## config.mk

```make
export PLATFORM = sky130hd
export DESIGN_NAME = move_entry_ctrl
export DESIGN_NICKNAME = d
export VERILOG_FILES = /design/src/rtl/chess_pkg.sv /design/src/rtl/btn_debounce.sv /design/src/rtl/move_entry_ctrl.sv
export SDC_FILE = /design/constraint.sdc
export NUM_CORES = 1
export LEC_CHECK = 0
export CORE_ASPECT_RATIO = 0.9
export CORE_MARGIN = 2
export CORE_UTILIZATION = 60
export CTS_CLUSTER_DIAMETER = 50
export CTS_CLUSTER_SIZE = 10
export DETAILED_ROUTE_END_ITERATION = 16
export GPL_ROUTABILITY_DRIVEN = 0
export PLACE_DENSITY = 0.8
export SYNTH_ARGS = -nofsm -noshare
export SYNTH_HDL_FRONTEND = slang
export SYNTH_HIERARCHICAL = 1
export SYNTH_SLANG_ARGS = --single-unit
```

## constraint.sdc

```tcl
create_clock -name clk -period 3.42 [get_ports clk]
set_clock_uncertainty 0.2 [all_clocks]
set_input_delay 0.513 -clock clk [delete_from_list [all_inputs] [get_ports clk]]
set_output_delay 0.513 -clock clk [all_outputs]
set_load 0.01 [all_outputs]
```

## src/rtl/chess_pkg.sv

```systemverilog
// chess_pkg: shared types for the chessboard move-entry block.
//   coord_t      - 3-bit board coordinate, row 0 is the top rank
//   square_t     - {row, col} pair
//   move_state_t - selection FSM states IDLE / SRC / REQ
//   step_coord   - one wrap-around cursor step on an axis of BOARD_N squares
package chess_pkg;

   localparam int BOARD_N = 8;

   typedef logic [2:0] coord_t;

   typedef struct packed {
      coord_t row;
      coord_t col;
   } square_t;

   typedef enum logic [1:0] {
      IDLE = 2'd0,
      SRC  = 2'd1,
      REQ  = 2'd2
   } move_state_t;

   // Opposing presses in the same cycle cancel, so the coordinate holds.
   function automatic coord_t step_coord(input coord_t c, input logic inc, input logic dec);
      coord_t r;
      r = c;
      if (inc && !dec) begin
         r = (c == coord_t'(BOARD_N - 1)) ? '0 : c + coord_t'(1);
      end else if (dec && !inc) begin
         r = (c == '0) ? coord_t'(BOARD_N - 1) : c - coord_t'(1);
      end
      return r;
   endfunction

endpackage

```

## src/rtl/btn_debounce.sv

```systemverilog
// btn_debounce: conditions one raw push-button.
//   2-flop synchronizer -> stability counter -> stable level -> 1-cycle press pulse.
//   Optional auto-repeat when built with MOVE_ENTRY_AUTOREPEAT_EN and REPEAT_ALLOWED=1.
// Ports:
//   clk       in   system clock
//   reset_n   in   asynchronous active-low reset
//   btn_raw_i in   raw asynchronous button, active-high
//   press_o   out  registered press pulse (one cycle per accepted press / repeat)
module btn_debounce
   import chess_pkg::*;
#(
   parameter int DEBOUNCE_CYCLES = 500000,
   parameter int REPEAT_CYCLES   = 12500000,
   parameter bit REPEAT_ALLOWED  = 1'b0
) (
   input  logic clk,
   input  logic reset_n,
   input  logic btn_raw_i,
   output logic press_o
);

   localparam int CNT_W = (DEBOUNCE_CYCLES > 2) ? $clog2(DEBOUNCE_CYCLES) : 1;

   logic             sync1_q, sync2_q;
   logic             stable_q, stable_d;
   logic             stable_prev_q;
   logic             press_q;
   logic [CNT_W-1:0] cnt_q, cnt_d;
   logic             rpt_hit;

   // The counter only advances while the synchronized level disagrees with the
   // accepted level; any agreeing cycle restarts the qualification window.
   always_comb begin
      cnt_d    = '0;
      stable_d = stable_q;
      if (sync2_q != stable_q) begin
         if (cnt_q == CNT_W'(DEBOUNCE_CYCLES - 1)) begin
            stable_d = ~stable_q;
            cnt_d    = '0;
         end else begin
            cnt_d = cnt_q + CNT_W'(1);
         end
      end
   end

`ifdef MOVE_ENTRY_AUTOREPEAT_EN
   localparam int RPT_W = (REPEAT_CYCLES > 2) ? $clog2(REPEAT_CYCLES) : 1;

   logic [RPT_W-1:0] rpt_cnt_q, rpt_cnt_d;

   // Counting starts the cycle after the initial press pulse is generated, so
   // repeats land exactly REPEAT_CYCLES apart from the first pulse.
   always_comb begin
      rpt_cnt_d = '0;
      rpt_hit   = 1'b0;
      if (REPEAT_ALLOWED && stable_q && stable_prev_q) begin
         if (rpt_cnt_q == RPT_W'(REPEAT_CYCLES - 1)) begin
            rpt_hit   = 1'b1;
            rpt_cnt_d = '0;
         end else begin
            rpt_cnt_d = rpt_cnt_q + RPT_W'(1);
         end
      end
   end

   always_ff @(posedge clk or negedge reset_n) begin
      if (!reset_n) begin
         rpt_cnt_q <= '0;
      end else begin
         rpt_cnt_q <= rpt_cnt_d;
      end
   end
`else
   logic unused_rpt;
   assign unused_rpt = ^{REPEAT_CYCLES, REPEAT_ALLOWED};
   assign rpt_hit    = 1'b0;
`endif

   always_ff @(posedge clk or negedge reset_n) begin
      if (!reset_n) begin
         sync1_q       <= 1'b0;
         sync2_q       <= 1'b0;
         stable_q      <= 1'b0;
         stable_prev_q <= 1'b0;
         cnt_q         <= '0;
         press_q       <= 1'b0;
      end else begin
         sync1_q       <= btn_raw_i;
         sync2_q       <= sync1_q;
         stable_q      <= stable_d;
         stable_prev_q <= stable_q;
         cnt_q         <= cnt_d;
         // Rising edge of the accepted level only; releases are silent.
         press_q       <= (stable_q & ~stable_prev_q) | rpt_hit;
      end
   end

   assign press_o = press_q;

endmodule

```

## src/rtl/move_entry_ctrl.sv

```systemverilog
// move_entry_ctrl: player input sequencer for the 8x8 chessboard display.
//   Debounces five buttons, moves a wrap-around cursor, runs the IDLE/SRC/REQ
//   selection FSM and issues a move request to game logic.
//   Optional auto-repeat of direction buttons: define MOVE_ENTRY_AUTOREPEAT_EN.
// Handshake: move_valid is raised on entry to REQ and the move fields are frozen
//   while it is high; the request completes on the edge where move_valid and
//   move_ready are both 1, and move_valid is low the following cycle. Only reset
//   withdraws a pending request.
// Ports:
//   clk, reset_n                          clock, async active-low reset
//   btn_up/down/left/right/sel            raw buttons, active-high
//   frame_start                           1-cycle pulse at start of vertical blanking
//   move_valid / move_ready               request handshake
//   move_src_row/col, move_dst_row/col    requested squares
//   disp_cur_row/col                      cursor for display (frame-synchronous)
//   disp_sel_active, disp_sel_row/col     held source for display (frame-synchronous)
//   dbg_state_o, dbg_cursor_o             live FSM state and cursor
module move_entry_ctrl
   import chess_pkg::*;
#(
   parameter int DEBOUNCE_CYCLES = 500000,
   parameter int REPEAT_CYCLES   = 12500000
) (
   input  logic        clk,
   input  logic        reset_n,
   input  logic        btn_up,
   input  logic        btn_down,
   input  logic        btn_left,
   input  logic        btn_right,
   input  logic        btn_sel,
   input  logic        frame_start,
   output logic        move_valid,
   input  logic        move_ready,
   output logic [2:0]  move_src_row,
   output logic [2:0]  move_src_col,
   output logic [2:0]  move_dst_row,
   output logic [2:0]  move_dst_col,
   output logic [2:0]  disp_cur_row,
   output logic [2:0]  disp_cur_col,
   output logic        disp_sel_active,
   output logic [2:0]  disp_sel_row,
   output logic [2:0]  disp_sel_col,
   output move_state_t dbg_state_o,
   output square_t     dbg_cursor_o
);

   localparam int BTN_UP    = 0;
   localparam int BTN_DOWN  = 1;
   localparam int BTN_LEFT  = 2;
   localparam int BTN_RIGHT = 3;
   localparam int BTN_SEL   = 4;

   logic [4:0]  raw;
   logic [4:0]  press;
   move_state_t state_q, state_d;
   square_t     cur_q, cur_d;
   square_t     src_q, src_d;
   square_t     dst_q, dst_d;
   logic        valid_q, valid_d;
   square_t     disp_cur_q, disp_sel_q;
   logic        disp_act_q;

   assign raw = {btn_sel, btn_right, btn_left, btn_down, btn_up};

   for (genvar g = 0; g < 5; g++) begin : g_btn
      btn_debounce #(
         .DEBOUNCE_CYCLES (DEBOUNCE_CYCLES),
         .REPEAT_CYCLES   (REPEAT_CYCLES),
         .REPEAT_ALLOWED  (g != BTN_SEL)
      ) u_db (
         .clk       (clk),
         .reset_n   (reset_n),
         .btn_raw_i (raw[g]),
         .press_o   (press[g])
      );
   end

   // Cursor moves in every state, rows and columns independently.
   always_comb begin
      cur_d     = cur_q;
      cur_d.row = step_coord(cur_q.row, press[BTN_DOWN], press[BTN_UP]);
      cur_d.col = step_coord(cur_q.col, press[BTN_RIGHT], press[BTN_LEFT]);
   end

   // Selections latch cur_q, i.e. the pre-move cursor when a direction press
   // coincides with sel.
   always_comb begin
      state_d = state_q;
      src_d   = src_q;
      dst_d   = dst_q;
      case (state_q)
         IDLE: begin
            if (press[BTN_SEL]) begin
               src_d   = cur_q;
               state_d = SRC;
            end
         end
         SRC: begin
            if (press[BTN_SEL]) begin
               if (cur_q == src_q) begin
                  state_d = IDLE;
               end else begin
                  dst_d   = cur_q;
                  state_d = REQ;
               end
            end
         end
         REQ: begin
            if (valid_q && move_ready) begin
               state_d = IDLE;
            end
         end
         default: state_d = IDLE;
      endcase
      valid_d = (state_d == REQ);
   end

   always_ff @(posedge clk or negedge reset_n) begin
      if (!reset_n) begin
         state_q <= IDLE;
         cur_q   <= '0;
         src_q   <= '0;
         dst_q   <= '0;
         valid_q <= 1'b0;
      end else begin
         state_q <= state_d;
         cur_q   <= cur_d;
         src_q   <= src_d;
         dst_q   <= dst_d;
         valid_q <= valid_d;
      end
   end

   // Shadow copies sample the registered (pre-change) values so highlights
   // only change between frames.
   always_ff @(posedge clk or negedge reset_n) begin
      if (!reset_n) begin
         disp_cur_q <= '0;
         disp_sel_q <= '0;
         disp_act_q <= 1'b0;
      end else if (frame_start) begin
         disp_cur_q <= cur_q;
         disp_sel_q <= src_q;
         disp_act_q <= (state_q != IDLE);
      end
   end

   assign move_valid      = valid_q;
   assign move_src_row    = src_q.row;
   assign move_src_col    = src_q.col;
   assign move_dst_row    = dst_q.row;
   assign move_dst_col    = dst_q.col;
   assign disp_cur_row    = disp_cur_q.row;
   assign disp_cur_col    = disp_cur_q.col;
   assign disp_sel_active = disp_act_q;
   assign disp_sel_row    = disp_sel_q.row;
   assign disp_sel_col    = disp_sel_q.col;
   assign dbg_state_o     = state_q;
   assign dbg_cursor_o    = cur_q;

endmodule

```

==> results by group <==
Clock tree
  – Reg clk slew, reported paths: 0.06 ns
  – H-tree lvl count: 4
  – Skew-Pair Late Insertion Delay: 0.42 ns
  – TritonCTS clock tree: done
  – Maximum clock insertion buffer count: 2
  – Clk sink count: 154
  – CTS Root Cell: clkbuf_16
  – Post-CTS Setup Bufs: 0
  – CTS Buf Count: 17

Setup path
  – CP startpoint: g_btn[2].u_db/cnt_q[0]
  – Worst EP arrival: 2.48 ns
  – Worst-path cell chain: ha_1 -> nand3_1 -> o41ai_4 -> nor2_1
  – Worst Setup Start Kind: register
  – Setup Crit Path Kind: reg -> reg
  – Endpoint class of the critical path: register
  – Max FO, Critical Path: 18
  – Crit Reg-Reg Startpoint: g_btn[2].u_db/cnt_q[0]
  – CP max stage cell: o41ai_4
  – Critical Path RT: 3.47 ns
  – CP max stage delay: 0.99 ns

Floorplan
  – FP Rows: 38
  – Starting density of the core: 60.9%
  – Die width: 120 um
  – Die H: 108 um
  – Core footprint: 11900 um^2
  – DIE AREA: 13000 um^2
  – Io pins: 43

Flow run
  – Max_cap viols: 0

Synth
  – Sequential-to-total area share from yosys stat: 53.1%
  – Post-synth EDFFs: 0
  – Mapped Cells: 664
  – Library cells used by synthesis: 40
  – Number of synthesized register bits: 154
  – Synth Area in XOR/XNOR: 9.89%
  – Multiplexer share of the synthesized area: 5.05%
  – Dominant cell type by area after synthesis: dfrtp_1
  – Post-Synthesis Net Count: 688
  – Ys Warns: 6
  – Largest family of logic cells by synthesized area: simple AND/OR/NAND/NOR gates
  – Synthesized area per cell: 10.9 um^2
  – Synth top cells by count: 154 x dfrtp_1, 99 x nor2_1, 63 x xnor2_1, 36 x nand3_1, 34 x inv_1
  – Synth top area cells: dfrtp_1 53%, xnor2_1 7.6%, nor2_1 5.1%
  – Post-synthesis compound-gate area fraction: 5.72%
  – Top-area cell type share of the netlist area: 53.1%
  – Ys flop type: dfrtp_1
  – Top-count cell post-synth: dfrtp_1
  – Simple-gate share of the synthesized area: 20.9%
  – Mapped Area: 7260 um^2
  – Synth async-reset ratio: 100%
  – Adder-Cell Fraction of Synth Area: 2.58%

Final layout
  – Core Util, Final: 71.0%
  – Syn-to-layout area delta: 16.7%
  – Post-route design area: 8480 um^2
  – Layout cells sized above 1: 12.2%
  – # nets final: 739
  – N_diodes: 0

Timing
  – Tightest Pin Transition: 0.996 ns
  – RSZ-0062 raised after global routing: no
  – # setup viols final: 0
  – FMAX: 410 MHz
  – Tmin final: 2.44 ns
  – Setup WS post-layout: 0.983 ns
  – Min Hold Slack: 0.146 ns
  – Period utilisation layout: 71.3%
  – Max Slew Vio Count: 0
  – Setup TNS: 0 ns
  – Final Hold Viols: 0
  – Slew margin rel.: 33.4%

Global routing
  – GRT Total Usage: 22.4%
  – Largest net degree at the start of global routing: 78
  – Gr ovfl total: 0
  – Vias in the first global route: 4925
  – Initial antenna violation count: 0
  – First-pass GRT wire length: 23200 um

Detailed routing
  – Post-route ant nets: 0
  – DR pass1 iterations: 5
  – Vias per inst: 5.69
  – DR iter-0 viols: 417
  – Drt wl/cell: 15.2 um
  – DRC: 0
  – Vias post-DR: 5052
  – Post-Route WL: 13500 um

Placed design
  – Setup WS pre-CTS: 1.02 ns
  – Port Buffers: 42
  – Post-DP HPWL: 9230 um
  – Placement Cell Area: 7830 um^2

Outcome
  – Status: completed

Power
  – Leak Pwr: 3.61 nW
  – Peak VDD IR: 599 uV
  – Cell Pwr Density: 469 nW/um^2

Min path
  – HP Start: g_btn[2].u_db/sync1_q
  – Min-Delay Path Class: reg -> reg
routing by layer:
layer	vias up	share of wire, %	track usage (%)
met3	16	4.9	6.07
met1	2478	46	29.9
met4	0	0.94	6.30
li1	2411	-	-
met5	-	0	0
met2	147	48	36.4
placed cells by master, fill, tap and decap left out, types with 9 or more instances in the layout:
master,n
dfrtp_1,154
nor2_1,99
xnor2_1,63
clkdlybuf4s50_1,41
nand3_1,36
inv_1,34
nand2_1,29
mux2_2,29
nor4_1,25
a21oi_1,21
nand4_1,21
nor3_1,20
xor2_1,19
clkbuf_16,17
ha_1,15
o21ai_0,14
or3_1,12
nor2b_1,9
layout make-up:
class                           instances  area, um^2
Clock buffer                           22         474
Clock inverter                         10         163
Tap cell                              160         200
Inverter                               34         128
Multi-Input combinational cell        462        3200
Fill cell                             794        3460
Sequential cell                       154        3850
Timing Repair Buffer                   46         454
critical path, delay by kind of cell (launching register included):
family	cells	cell delay [ns]
adder cells (fa/ha/maj)	1	0.22
flip-flops	1	0.40
AND/OR/NAND/NOR	2	0.45
AO/OA/AOI/OAI	1	0.99
state kept, by name, summed over array words and instances (netlist names), 5 cells and up:
name and count:
g_btn.u_db/stable_q 5, dbg_cursor_o 6, g_btn.u_db/sync2_q 5, g_btn.u_db/sync1_q 5, g_btn.u_db/stable_prev_q 5, g_btn.u_db/cnt_q 95
g_btn.u_db/press_o 5
logic make-up after synthesis:
kind of cell | count (synthesis)
AO/OA/AOI/OAI | 51
XOR/XNOR | 82
adder cells (fa/ha/maj) | 15
buffers and inverters | 48
flip-flops | 154
multiplexers | 33
AND/OR/NAND/NOR | 281
metrics by stage:
step / std cells / power [W]
6_report: 888 / 0.00397
3_5_place_dp: 855 / 0.00201
3_3_place_gp: 855 / 0.00201
5_1_grt: 888 / 0.00411
2_1_floorplan: 664 / 0.00195
4_1_cts: 888 / 0.00401
worst paths after layout:
kind / end / depth (start not counted) / slack [ns]
min: g_btn[2].u_db/sync2_q / 0 / 0.15
max in group asynchronous: g_btn[1].u_db/cnt_q[17] / 3 / 1.61
min in group asynchronous: g_btn[0].u_db/cnt_q[12] / 2 / 0.49
max: g_btn[2].u_db/cnt_q[10] / 4 / 0.98
max reg2reg: g_btn[2].u_db/cnt_q[10] / 4 / 0.98
min reg2reg: g_btn[2].u_db/sync2_q / 0 / 0.15
power breakdown:
group	internal (W)	switching [W]	total, W	leakage (nW)
sequential	0.00184	0.0000237	0.00187	2.11
clock	0.00128	0.000712	0.00199	0.307
combinational	0.0000364	0.0000740	0.000110	1.19
what timing repair did:
item,CTS,global route
hold buffers,1,0
hold endpoints to repair,74,0
resized for setup,0,0
setup endpoints to repair,0,0
Power figures use the tool's default switching activity.
